===== src/rtl/fetch_pc_ctrl.sv =====
// fetch_pc_ctrl: IFU PC register and fetch sequencer with one outstanding ibus request.
// Optional macro FETCH_STALL_CNT_EN adds a saturating fetch-stall cycle counter on stall_cnt_o.
module fetch_pc_ctrl #(
    parameter logic [63:0] RESET_PC = 64'h8000_0000
) (
    input  logic        clk,
    input  logic        rst_n,
    input  logic [63:0] pc_nxt_i,
    input  logic        redirect_valid,
    input  logic        flush,
    output logic [63:0] pc_o,
    output logic        ireq_valid,
    output logic [63:0] ireq_addr,
    input  logic        ireq_ready,
    input  logic        iresp_valid,
    input  logic [31:0] iresp_data,
    output logic        out_valid,
    output logic [63:0] out_pc,
    output logic [31:0] out_instr,
    input  logic        out_ready,
    output logic [63:0] stall_cnt_o
);

    typedef enum logic [1:0] {S_IDLE, S_REQ, S_WAIT, S_HOLD} state_t;

    state_t      r_state;
    logic [63:0] r_pc;
    logic [63:0] r_addr;
    logic [63:0] r_out_pc;
    logic [31:0] r_out_instr;
    logic        r_drop;
    logic        w_kill;

    assign w_kill = redirect_valid | flush;

    // r_addr is latched on entry to REQ so a kill mid-request cannot retract the bus address.
    always_ff @(posedge clk or negedge rst_n) begin
        if (!rst_n) begin
            r_state     <= S_IDLE;
            r_pc        <= RESET_PC;
            r_addr      <= RESET_PC;
            r_out_pc    <= '0;
            r_out_instr <= '0;
            r_drop      <= 1'b0;
        end else begin
            case (r_state)
                S_IDLE: begin
                    r_state <= S_REQ;
                    if (w_kill) begin
                        r_pc   <= pc_nxt_i;
                        r_addr <= pc_nxt_i;
                    end else begin
                        r_addr <= r_pc;
                    end
                end
                S_REQ: begin
                    if (w_kill) begin
                        r_pc   <= pc_nxt_i;
                        r_drop <= 1'b1;
                    end
                    if (ireq_ready) r_state <= S_WAIT;
                end
                S_WAIT: begin
                    if (iresp_valid) begin
                        if (r_drop || w_kill) begin
                            r_drop  <= 1'b0;
                            r_state <= S_REQ;
                            if (w_kill) begin
                                r_pc   <= pc_nxt_i;
                                r_addr <= pc_nxt_i;
                            end else begin
                                r_addr <= r_pc;
                            end
                        end else begin
                            r_out_instr <= iresp_data;
                            r_out_pc    <= r_pc;
                            r_state     <= S_HOLD;
                        end
                    end else if (w_kill) begin
                        r_pc   <= pc_nxt_i;
                        r_drop <= 1'b1;
                    end
                end
                S_HOLD: begin
                    // Handoff and held-instruction drop both advance to pc_nxt_i.
                    if (out_ready || w_kill) begin
                        r_pc    <= pc_nxt_i;
                        r_addr  <= pc_nxt_i;
                        r_state <= S_REQ;
                    end
                end
                default: r_state <= S_IDLE;
            endcase
        end
    end

    assign pc_o       = r_pc;
    assign ireq_valid = (r_state == S_REQ);
    assign ireq_addr  = r_addr;
    assign out_valid  = (r_state == S_HOLD);
    assign out_pc     = r_out_pc;
    assign out_instr  = r_out_instr;

`ifdef FETCH_STALL_CNT_EN
    logic [63:0] r_stall_cnt;
    logic        w_stall;

    assign w_stall = ((r_state == S_REQ) && !ireq_ready) ||
                     ((r_state == S_WAIT) && !iresp_valid);

    always_ff @(posedge clk or negedge rst_n) begin
        if (!rst_n) begin
            r_stall_cnt <= '0;
        end else if (w_stall && (r_stall_cnt != '1)) begin
            r_stall_cnt <= r_stall_cnt + 64'd1;
        end
    end

    assign stall_cnt_o = r_stall_cnt;
`else
    assign stall_cnt_o = '0;
`endif

endmodule


===== config.mk =====
export PLATFORM = sky130hd
export DESIGN_NAME = fetch_pc_ctrl
export DESIGN_NICKNAME = d
export VERILOG_FILES = /design/src/rtl/fetch_pc_ctrl.sv
export SDC_FILE = /design/constraint.sdc
export NUM_CORES = 1
export LEC_CHECK = 0
export ABC_AREA = 1
export CORE_ASPECT_RATIO = 0.5
export CORE_MARGIN = 1
export CORE_UTILIZATION = 34
export CTS_BUF_LIST = sky130_fd_sc_hd__clkbuf_2
export DETAILED_ROUTE_END_ITERATION = 10
export PLACE_DENSITY = 0.68
export SKIP_CTS_REPAIR_TIMING = 1
export SYNTH_ARGS = -nofsm -noshare
export SYNTH_HDL_FRONTEND = slang
export SYNTH_SLANG_ARGS = --single-unit

===== constraint.sdc =====
create_clock -name clk -period 3.22 [get_ports clk]
set_clock_uncertainty 0.1 [all_clocks]
set_input_delay 0.483 -clock clk [delete_from_list [all_inputs] [get_ports clk]]
set_output_delay 0.483 -clock clk [all_outputs]
set_load 0.01 [all_outputs]

# Yosys cells after proc, flatten, opt, wreduce, memory -nomap -nowiden
# Index checks and enable logic that the tools add are counted.
dict set report totals {
  output_inout_bits 290
  inputBits 103
  ff_bits 227
  wordCells 43
}
dict set report classes {
  muxes 16
  n_bitwise 2
  n_eq_ne 8
  n_reduce_logical 11
}
# operator count
set op_table {}
lappend op_table {{64-bit case mux with 3 select lines} 2}
lappend op_table {{64-bit two-way mux} 5}
lappend op_table {{2-bit two-way mux} 4}
lappend op_table {{2-bit case mux with 4 select lines} 1}
lappend op_table {{3-bit AND reduction} 2}
lappend op_table {{2-bit equality test (second input constant)} 2}
lappend op_table {{2-bit by 1-bit != test with 1-bit output (second input constant)} 2}
lappend op_table {{2-bit != test (second input constant)} 2}
lappend op_table {{2-bit AND reduction} 2}
lappend op_table {{4-bit AND reduction} 1}
lappend op_table {{1-bit two-way mux} 3}
lappend op_table {{3-bit != test (second input constant)} 1}
lappend op_table {{3-bit nonzero test} 1}
lappend op_table {{2-bit by 1-bit equality test with 1-bit output (second input constant)} 1}
lappend op_table {{2-bit logical NOT} 1}
lappend op_table {{1-bit logical OR} 2}
lappend op_table {{1-bit case mux with 2 select lines} 1}
lappend op_table {{2-bit nonzero test} 1}
lappend op_table {{2-bit OR reduction} 1}
lappend op_table {{1-bit NOT} 1}
lappend op_table {{1-bit OR} 1}

# Depth between registers and ports, before layout
# Gate-level depths: netlist of the first run.
dict set report logic_depth {
  ltp_word 5
  mapped_depth 10
  mapped_depth_nobuf 8
}

# Least setup slack after synthesis of the first run
# Ideal clock, no wire load.
dict set report synth_timing {
  kind {reg-to-reg}
  start {register r_state[0]}
  end {register r_addr[10], in the netlist ireq_addr[10]}
  path_stages_with_launch 11
  synth_period_minus_slack_ps 1612
  path_slack_ps 1608
  arrival_time_ps 1447
  required_time_ps 3055
  cell_sequence {dfrtp_1 -> ha_1 -> inv_2 -> nor2_1 -> nand2_2 -> nand2_1 -> buf_6 -> nor2_8 -> buf_6 -> nand2_1 -> nand2_1}
}
dict set report synth_between {
  elab_chain_len 3
  word_cells_on_any_way 9
  cone_classes {eq/ne (5); mux (1); reduce/logical (3)}
}
# element line_no
set synth_lines {}
lappend synth_lines {{start: declaration} 26} ;# state_t r_state;
lappend synth_lines {{start signal: assignment} 39} ;# r_state <= S_IDLE;
lappend synth_lines {{start signal: assignment} 48} ;# r_state <= S_REQ;
lappend synth_lines {{start signal: assignment} 61} ;# if (ireq_ready) r_state <= S_WAIT;
lappend synth_lines {{2-bit equality test *} --}
lappend synth_lines {{named net out_valid} 17} ;# output logic out_valid,
lappend synth_lines {{2-bit by 1-bit != test with 1-bit output (no source line) / 3-bit nonzero test (equally long branches)} --}
lappend synth_lines {{4-bit AND reduction (no source line)} --}
lappend synth_lines {{end signal: assignment} 51} ;# r_addr <= pc_nxt_i;
lappend synth_lines {{end signal: assignment} 53} ;# r_addr <= r_pc;
lappend synth_lines {{end signal: assignment} 70} ;# r_addr <= pc_nxt_i;
lappend synth_lines {{end: declaration} 28} ;# logic [63:0] r_addr;
# Mark *: on every way through the listed nets, which the timed path passes. The rest lies on a longest branch.
# A chain may end at the register's enable or synchronous reset.

# Final worst setup path of the first run
dict set report layout_timing {
  start {register r_state[1]}
  end {output ireq_valid}
}
dict set report layout_between {
  elab_chain_len 1
}
# element line_no
set layout_lines {}
lappend layout_lines {{2-bit by 1-bit equality test with 1-bit output} 98} ;# assign ireq_valid = (r_state == S_REQ);
lappend layout_lines {{end: declaration} 12} ;# output logic ireq_valid,
# Every way passes these cells.

==> results of run 1 <==
[logic make-up (layout without fill, tap and decap cells)]
logic type                 Yosys count  in the layout  share of synthesized area [%]
buffers and inverters              236            563                           12.3
and+or+nand+nor                    496            496                           19.0
other                                1             64                         0.0374
adders and majority gates            5              5                          0.623
AOI/OAI and AO/OA                  228            228                           11.4
DFF                                227            227                           56.6
[worst max path at each step]
stage                           startpoint                         to  slack (ns)
floorplan           r_state[0]$_DFFE_PN0P_  ireq_addr[10]$_DFFE_PN0P_        1.61
finish              r_state[1]$_DFFE_PN0P_                 ireq_valid        0.47
CTS                 r_state[1]$_DFFE_PN0P_                 ireq_valid        0.33
global placement                     flush  ireq_addr[54]$_DFFE_PN0P_        0.80
global route        r_state[1]$_DFFE_PN0P_                 ireq_valid        0.29
detailed placement                   flush       pc_o[53]$_DFFE_PN0P_        0.77
[layer usage]
metal | vias up | global-route usage, %
li1 | 4312 | -
met1 | 4110 | 25.2
met2 | 222 | 33.5
met3 | 61 | 3.62
met4 | 0 | 7.58
met5 | - | 0
[report_power, final]
part           internal [mW]  switching (mW)  leakage, nW
clock                  0.713            1.21        0.361
combinational           2.28            2.36         3.81
sequential              3.79           0.545         2.90
total                   6.78            4.12         7.07
[final cells by class]
class,instances,share of cell area (%)
Sequential cell,227,40.2
Timing Repair Buffer,368,26.3
Multi-Input combinational cell,793,23.9
Tap cell,391,3.46
Inverter,104,2.76
Clock buffer,76,2.69
Clock inverter,15,0.647
[layout by cell type (no fill, tap or decap), types with 3 or more instances in the layout]
master           synthesis  layout
nand2_1                487     484
clkdlybuf4s50_1          0     327
dfrtp_1                225     225
o21ai_1                133     133
inv_1                  102     102
o21ai_0                 93      93
clkbuf_2                 6      76
conb_1                   1      64
dlygate4sd3_1            0      24
buf_4                   66      11
clkinv_1                 0      10
ha_1                     5       5
buf_12                   0       5
nand2_2                  2       4
clkinv_2                 0       3
[worst max-delay path: cells and delay by family (launching register included)]
family,cells,cell delay [ns]
buffers and inverters,2,0.68
flip-flops,1,0.45
adder cells (fa/ha/maj),1,0.19
[metrics by stage]
| step | instance area (µm²) | std cells | setup WS [ns] | total power [mW] | hold WS, ns |
|---|---|---|---|---|---|
| after CTS | 13900 | 1950 | 0.333 | 11.0 | -0.599 |
| after detailed placement | 13400 | 1859 | 0.769 | 9.07 | 0.369 |
| after floorplan | 10300 | 1256 | 1.61 | 6.43 | 0.0874 |
| after global placement | 13400 | 1859 | 0.802 | 9.01 | 0.362 |
| after global routing | 14100 | 1974 | 0.289 | 11.7 | 0.00523 |
| final | 14100 | 1974 | 0.469 | 10.9 | 0.0747 |
[state kept, by name, indices dropped and copies added, names as in the netlist]
register,cells
ireq_addr,64
out_instr,32
out_pc,64
pc_o,64
r_drop,1
r_state,2
==> results.tsv, run 1 <==
metric	value	unit
dieArea	30300	µm²
seq_area_frac_synth	56.6	%
insertion_delay	0.88	ns
yosys-top-cells-count	487 x nand2_1, 225 x dfrtp_1, 133 x o21ai_1	
synth_edf_count	0	
holdPathStages	3	
grt_pass1_vias	8128	
die_h	123	µm
coreArea	29000	µm²
drc	0	
crit_chain	inv_1 > ha_1 > clkdlybuf4s50_1	
port_buffers	328	
synth_ff_type	dfrtp_1	
area_growth	40.7	%
wire_per_inst	15.6	µm
status	finished clean	
drtAntennaViolNets	0	
fin_crit	2.75	ns
slew_viol_final	0	
cts_tree	yes	
critical_path_class	flop to output pin	
max_slew_margin	44.7	%
drt-met1-wl	13300	µm
gr-total-overflow	0	
hpwlAfterDp	20200	µm
grt_pass1_wl	46200	µm
grt_max_degree	193	
io-pin-count	393	
min_from	iresp_data[11]	
fin_tns_setup	0	ns
synth.most_common_cell	nand2_1	
antenna_cells	0	
clock-sinks	227	
yosys.area.top_type	dfrtp_1	
clk_path_buf_depth	3	
synth_area_leaders	dfrtp_1 56%, nand2_1 18%, o21ai_1 6.6%	
final_nets	1655	
fillCellCount	2826	
via_per_inst	4.41	
holdPathEnd	out_instr[11]$_DFFE_PN0P_	
syn_avg_cell_area	8.41	µm²
p_leak	7.07	nW
fmax	0.363	GHz
yosysWarnings	0	
r2r-start	r_state[0]$_DFFE_PN0P_	
final-setup-viol-count	0	
seq_area	5680	µm²
arrival	2.17	ns
rsz0062_at_grt	false	
ir_worst_vdd	439	µV
hold_violations	0	
die-width	245	µm
hold_class	primary input to flop	
rr_endpoint	pc_o[17]$_DFFE_PN0P_	
yosys.area.top_type_share	56.1	%
clockRootBuffer	clkbuf_2	
gp_congestion	0.798	
r2r_slack	1.06	ns
endpoint_kind	output pin	
fin_util	48.7	%
top_layer	met4	
ys_ff_latch	227	
synth_area	10000	µm²
drive_gt1_share	7.01	%
async_flop_share	100	%
netlist_instances	1193	
drt-initial-drc-count	370	
wl	30800	µm
wl_met3	1330	µm
grt_antenna_before_repair	0	
slowest_stage	clkdlybuf4s50_1	
start_util	34.6	%
multi_input_area	3370	µm²
rows	44	
track_usage	19.7	%
finalCritPeriodShare	85.4	%
maxCapViolations	0	
r2r_cells	9	
path_max_fanout	5	
cts_inserted_buffers	53	
yosysUniqueCellTypes	24	
critPathLaunchType	flop	
wl_met2	15300	µm
vias	8705	
drt_pre_antenna_iters	5	
cp.required	2.64	ns
clk_pin_slew_worst_paths	0.11	ns
ctsHtreeMaxLevel	2	
crit_path_max_incr_delay	0.58	ns
power.density	772	nW/µm²
worst_slew_pin_slew	0.830	ns
Power figures use the tool's default switching activity.
==> run 2, diff against run 1 <==
--- a/config.mk
+++ b/config.mk
@@ -6,12 +6,12 @@
 export NUM_CORES = 1
 export LEC_CHECK = 0
 export ABC_AREA = 1
-export CORE_ASPECT_RATIO = 0.5
 export CORE_MARGIN = 1
 export CORE_UTILIZATION = 34
 export CTS_BUF_LIST = sky130_fd_sc_hd__clkbuf_2
 export DETAILED_ROUTE_END_ITERATION = 10
-export PLACE_DENSITY = 0.68
+export DONT_BUFFER_PORTS = 1
+export PLACE_DENSITY = 0.51
 export SKIP_CTS_REPAIR_TIMING = 1
 export SYNTH_ARGS = -nofsm -noshare
 export SYNTH_HDL_FRONTEND = slang
==> constraint.sdc (replaced) <==
create_clock -name clk -period 3.22 [get_ports clk]
set_clock_uncertainty 0.1 [all_clocks]
set_input_delay 0.644 -clock clk [delete_from_list [all_inputs] [get_ports clk]]
set_output_delay 0.644 -clock clk [all_outputs]
set_load 0.01 [all_outputs]
==> run 2 against run 1 <==
Against the previous run: the run now ends with negative hold slack left; combinational power fell by 56%; critical endpoint is now ireq_addr[3]$_DFFE_PN0P_; flip-flop and latch count did not move; critical path type is now flop to flop; design area fell by 18%; setup slack improved by 0.36 ns; final cell count fell by 13%; non-clock buffer count fell by 259; via count fell by 9.5%; clock power rose by 3%.
==> results.tsv, run 2 (synthesis gave the netlist of run 1 again) <==
metric	value	unit	change
total_power	9.11	mW	-16%
max_slew_margin	46.3	%	+1.7 points
endpoint_kind	flop		
dpl-instance-area	10000	µm²	-25%
rows	62		+41%
critPathLaunchType	flop		
dieArea	30200	µm²	-0.14%
rsz0062_at_grt	false		
fin_util	40.0	%	-8.7 points
clock-sinks	227		unchanged
cp.depth	8		+5
cp_common_cell	nand2_1		
critical_path_class	flop to flop		
hold_violations	227		+227
grt_pass1_vias	7431		-8.6%
wire_per_inst	16.6	µm	+6.0%
power.density	789	nW/µm²	+2.2%
coreArea	28900	µm²	-0.53%
hold_class	primary input to async pin		
crit_path_max_incr_delay	0.54	ns	-0.04 ns
grt_antenna_before_repair	1		+1
cp.buffers_inverters	2		unchanged
insertion_delay	0.83	ns	-0.05 ns
crit_family	simple AND/OR/NAND/NOR gates		
arrival	3.05	ns	+0.88 ns
clk_path_buf_depth	3		unchanged
io-pin-count	393		unchanged
die_h	174	µm	+41%
drive_gt1_share	8.94	%	+1.9 points
final_cells	1727		-13%
place_inst	1519		-18%
drt-initial-drc-count	372		+0.54%
grt_max_degree	228		+18%
p_leak	6.17	nW	-13%
cp.required	3.87	ns	+1.23 ns
ctsHtreeMaxLevel	2		unchanged
fmax	0.418	GHz	+15%
slowest_stage	nand2_4		
wl	28600	µm	-7.2%
multi_input_area	3370	µm²	unchanged
clk_pin_slew_worst_paths	0.10	ns	about the same
layout_common_cells	484 x nand2_1, 225 x dfrtp_1, 133 x o21ai_1		
maxCapViolations	0		unchanged
status	complete, but fails checks		
stdcell_area	11500	µm²	-18%
whs	-0.571	ns	-0.646 ns
crit_chain	ha_1 > inv_2 > nand2_4 > buf_4 > nand2_1 > o21ai_1 > nand2_1 > nand2_1		
fin_tns_setup	0	ns	unchanged
r2r_cells	8		-1
layout_setup_ws	0.825	ns	+0.357 ns
start_util	34.8	%	+0.19 points
drt_pre_antenna_iters	5		unchanged
grt_pass1_wl	43600	µm	-5.6%
fin_crit	2.39	ns	-0.357 ns
r2r_slack	0.83	ns	-0.23 ns
slew_viol_final	0		unchanged
final_nets	1404		-15%
hpwlAfterDp	17700	µm	-12%
area_growth	15.1	%	
clockRootBuffer	clkbuf_2		
place_ws	0.881	ns	+0.112 ns
r2r-start	r_state[0]$_DFFE_PN0P_		
finalCritPeriodShare	74.4	%	-11 points
drtAntennaViolNets	0		unchanged
violations	negative hold slack		
final-setup-viol-count	0		unchanged
path_max_fanout	65		+60
ir_worst_vdd	502	µV	+14%
port_buffers	0		-100%
rr_endpoint	ireq_addr[3]$_DFFE_PN0P_		
fillCellCount	3016		+6.7%
die-width	174	µm	-29%
cts_tree	yes		
gr-total-overflow	0		unchanged
gp_congestion	0.777		-2.7%
via_per_inst	4.56		+3.4%
cts_inserted_buffers	61		+15%
track_usage	18.3	%	-1.4 points
final_common_cell	nand2_1		
seq_area	5680	µm²	unchanged
vias	7875		-9.5%
drc	0		unchanged
worst_slew_pin_slew	0.805	ns	-0.0252 ns
## run 2: cell types whose count changed in the layout (fill, tap and decap cells not counted), sizes merged
cell / delta
diode: +1
dlygate4sd3: +74
clkdlybuf4s50: -327
bufinv: -1
buf: -6
inv: +1
clkinv: -1
clkbuf: +19
## run 2: how the worst max path moves through the flow
stage                           start                        end  slack (ns)
6_report       r_state[0]$_DFFE_PN0P_   ireq_addr[3]$_DFFE_PN0P_        0.83
5_1_grt        r_state[0]$_DFFE_PN0P_   ireq_addr[3]$_DFFE_PN0P_        0.60
4_1_cts        r_state[1]$_DFFE_PN0P_                 ireq_valid        0.73
3_5_place_dp   r_state[0]$_DFFE_PN0P_   ireq_addr[3]$_DFFE_PN0P_        0.88
3_3_place_gp                    flush   ireq_addr[0]$_DFFE_PN0P_        0.94
2_1_floorplan                   flush  ireq_addr[13]$_DFFE_PN0P_        1.60
## run 2: layer usage
metal	up-vias	wire length, µm	GRT usage, %
met3	40	2720	7.54
li1	3816	-	-
met2	307	13500	29.3
met5	-	0	0
met4	0	444	5.74
met1	3712	11900	22.4
## run 2: cell type report
class / instances / area share, %
flip-flops and latches: 227 / 49.2
multi-input cells: 793 / 29.2
repair buffers: 109 / 9.43
well taps: 384 / 4.16
clock buffers: 95 / 4.12
inverters: 104 / 3.38
clock inverters: 14 / 0.455
diodes: 1 / 0.0217
## run 2: report_power, final
group	switching [mW]	internal [mW]	total [mW]
clock network	1.19	0.773	1.97
logic	1.33	0.709	2.03
registers	1.32	3.79	5.11
total	3.84	5.28	9.11
==> run 3, diff against run 2 <==
--- a/config.mk
+++ b/config.mk
@@ -11,7 +11,7 @@
 export CTS_BUF_LIST = sky130_fd_sc_hd__clkbuf_2
 export DETAILED_ROUTE_END_ITERATION = 10
 export DONT_BUFFER_PORTS = 1
-export PLACE_DENSITY = 0.51
+export PLACE_DENSITY = 0.53
 export SKIP_CTS_REPAIR_TIMING = 1
 export SYNTH_ARGS = -nofsm -noshare
 export SYNTH_HDL_FRONTEND = slang
==> constraint.sdc (replaced) <==
create_clock -name clk -period 2.1 [get_ports clk]
set_clock_uncertainty 0.1 [all_clocks]
set_input_delay 0.42 -clock clk [delete_from_list [all_inputs] [get_ports clk]]
set_output_delay 0.42 -clock clk [all_outputs]
set_load 0.01 [all_outputs]
==> run 3 against run 2 <==
Against the previous run: the flow finishes with violations (negative hold slack, negative setup slack); largest power group unchanged; via count grew 0.51%; non-clock buffer count grew 13; critical endpoint is now ireq_valid; core utilization grew 0.85 points; flip-flop and latch count is the same; first-iteration DRC count shrank 0.27%; sequential share of layout area shrank 1.0 points.
==> results.tsv, run 3 (synthesis gave the netlist of run 1 again) <==
metric	value	unit	change
status	complete, but fails checks		
violations	negative hold slack, negative setup slack		
gr-total-overflow	0		unchanged
whs	-0.806	ns	-0.235 ns
hold_class	primary input to async pin		
fin_util	40.9	%	+0.85 points
drtAntennaViolNets	0		unchanged
hold_violations	227		unchanged
crit_chain	inv_2 > ha_4 > buf_6		
ir_worst_vdd	486	µV	-3.1%
clock-sinks	227		unchanged
vias	7915		+0.51%
drt_pre_antenna_iters	6		+1
die-width	174	µm	unchanged
clockRootBuffer	clkbuf_2		
layout_common_cells	484 x nand2_1, 223 x dfrtp_1, 133 x o21ai_1		
wl	27800	µm	-2.9%
track_usage	17.7	%	-0.58 points
arrival	1.64	ns	-1.41 ns
clk_pin_slew_worst_paths	0.12	ns	+0.02 ns
cts_tree	yes		
crit_path_max_incr_delay	0.48	ns	-0.06 ns
clk_path_buf_depth	3		unchanged
fillCellCount	2967		-1.6%
p_leak	6.29	nW	+1.9%
finalCritPeriodShare	103	%	
start_util	34.8	%	unchanged
die_h	174	µm	unchanged
drive_gt1_share	10.3	%	+1.4 points
ctsHtreeMaxLevel	2		unchanged
final_nets	1417		+0.93%
crit_family	flip-flops		
rows	62		unchanged
final_common_cell	nand2_1		
via_per_inst	4.54		-0.36%
grt_max_degree	228		unchanged
cp.required	1.58	ns	-2.29 ns
place_ws	0.142	ns	-0.739 ns
port_buffers	0		unchanged
maxCapViolations	0		unchanged
grt_pass1_wl	42700	µm	-2.2%
gp_congestion	0.786		+1.2%
fmax	0.464	GHz	
hpwlAfterDp	17900	µm	+1.1%
rsz0062_at_grt	true		
grt_antenna_before_repair	1		unchanged
power.density	1200	nW/µm²	+52%
fin_tns_setup	-0.0837	ns	-0.0837 ns
coreArea	28900	µm²	unchanged
cts_inserted_buffers	61		unchanged
fin_crit	2.16	ns	
slew_viol_final	0		unchanged
io-pin-count	393		unchanged
critPathLaunchType	flop		
grt_pass1_vias	7431		unchanged
critical_path_class	flop to output pin		
wire_per_inst	15.9	µm	-3.7%
insertion_delay	0.82	ns	about the same
dieArea	30200	µm²	unchanged
endpoint_kind	output pin		
area_growth	17.5	%	
layout_setup_ws	-0.0564	ns	-0.882 ns
drt-initial-drc-count	371		-0.27%
path_max_fanout	5		-92%
total_power	14.1	mW	+55%
slowest_stage	dfrtp_2		
final-setup-viol-count	2		+2
cp.buffers_inverters	2		unchanged
drc	0		unchanged
==> run 3: cell count changes in the layout (fill, tap and decap cells not counted), sizes merged <==
cell | previous run | this run
clkbuf | 95 | 102
diode | 1 | 2
clkinv | 13 | 7
buf | 11 | 18
dlygate4sd3 | 98 | 104
==> run 3: final cells by class <==
class                           instances  area [µm²]  area share (%)
Clock inverter                          8        31.3           0.265
Multi-Input combinational cell        793        3400            28.8
Timing Repair Buffer                  122        1290            10.9
Clock buffer                          102         510            4.33
Sequential cell                       227        5690            48.2
Inverter                              104         390            3.31
Antenna cell                            2        5.00          0.0424
Tap cell                              384         480            4.07
==> run 3: final timing paths <==
kind / from / to / slack (ns) / depth (start not counted)
max: r_state[1]$_DFFE_PN0P_ / ireq_valid / -0.06 / 3
min: rst_n / out_pc[5]$_DFFE_PN0P_ / -0.81 / 0
max reg2reg: r_state[1]$_DFFE_PN0P_ / ireq_addr[2]$_DFFE_PN0P_ / 0.11 / 8
min reg2reg: pc_o[31]$_DFFE_PN1P_ / pc_o[31]$_DFFE_PN1P_ / 0.41 / 2
max in group asynchronous: rst_n / ireq_addr[31]$_DFFE_PN1P_ / 2.32 / 0
min in group clk: iresp_data[28] / out_instr[28]$_DFFE_PN0P_ / 0.19 / 3
==> run 3: routing by layer <==
layer	GRT usage, %	vias up	part of all wire, %
li1	-	3839	-
met1	21.5	3735	42
met2	28.5	292	47
met3	7.54	49	9.0
met4	5.26	0	2.0
met5	0	-	0
==> run 3: power breakdown <==
part / switching [mW] / leakage (nW) / internal, mW
Sequential: 1.99 / 2.90 / 5.82
Combinational: 2.01 / 2.95 / 1.23
Clock: 1.82 / 0.441 / 1.25
Total: 5.82 / 6.29 / 8.30
==> run 3: per-stage QoR <==
stage,std cells,hold WS (ns),area (µm²)
floorplan,1256,0.0244,10300
global placement,1526,0.0306,10200
detailed placement,1526,0.0325,10200
CTS,1636,-0.949,10700
finish,1742,-0.806,11800
global route,1742,-0.954,11800
==> run 3: worst register-to-register path, stage by stage (launching register included) <==
cell	delay (ns)
dfrtp_2	0.48
ha_4	0.19
inv_2	0.07
nand2_4	0.17
nand2_1	0.11
o21ai_1	0.06
dlygate4sd3_1	0.57
nand2_1	0.07
nand2_1	0.05
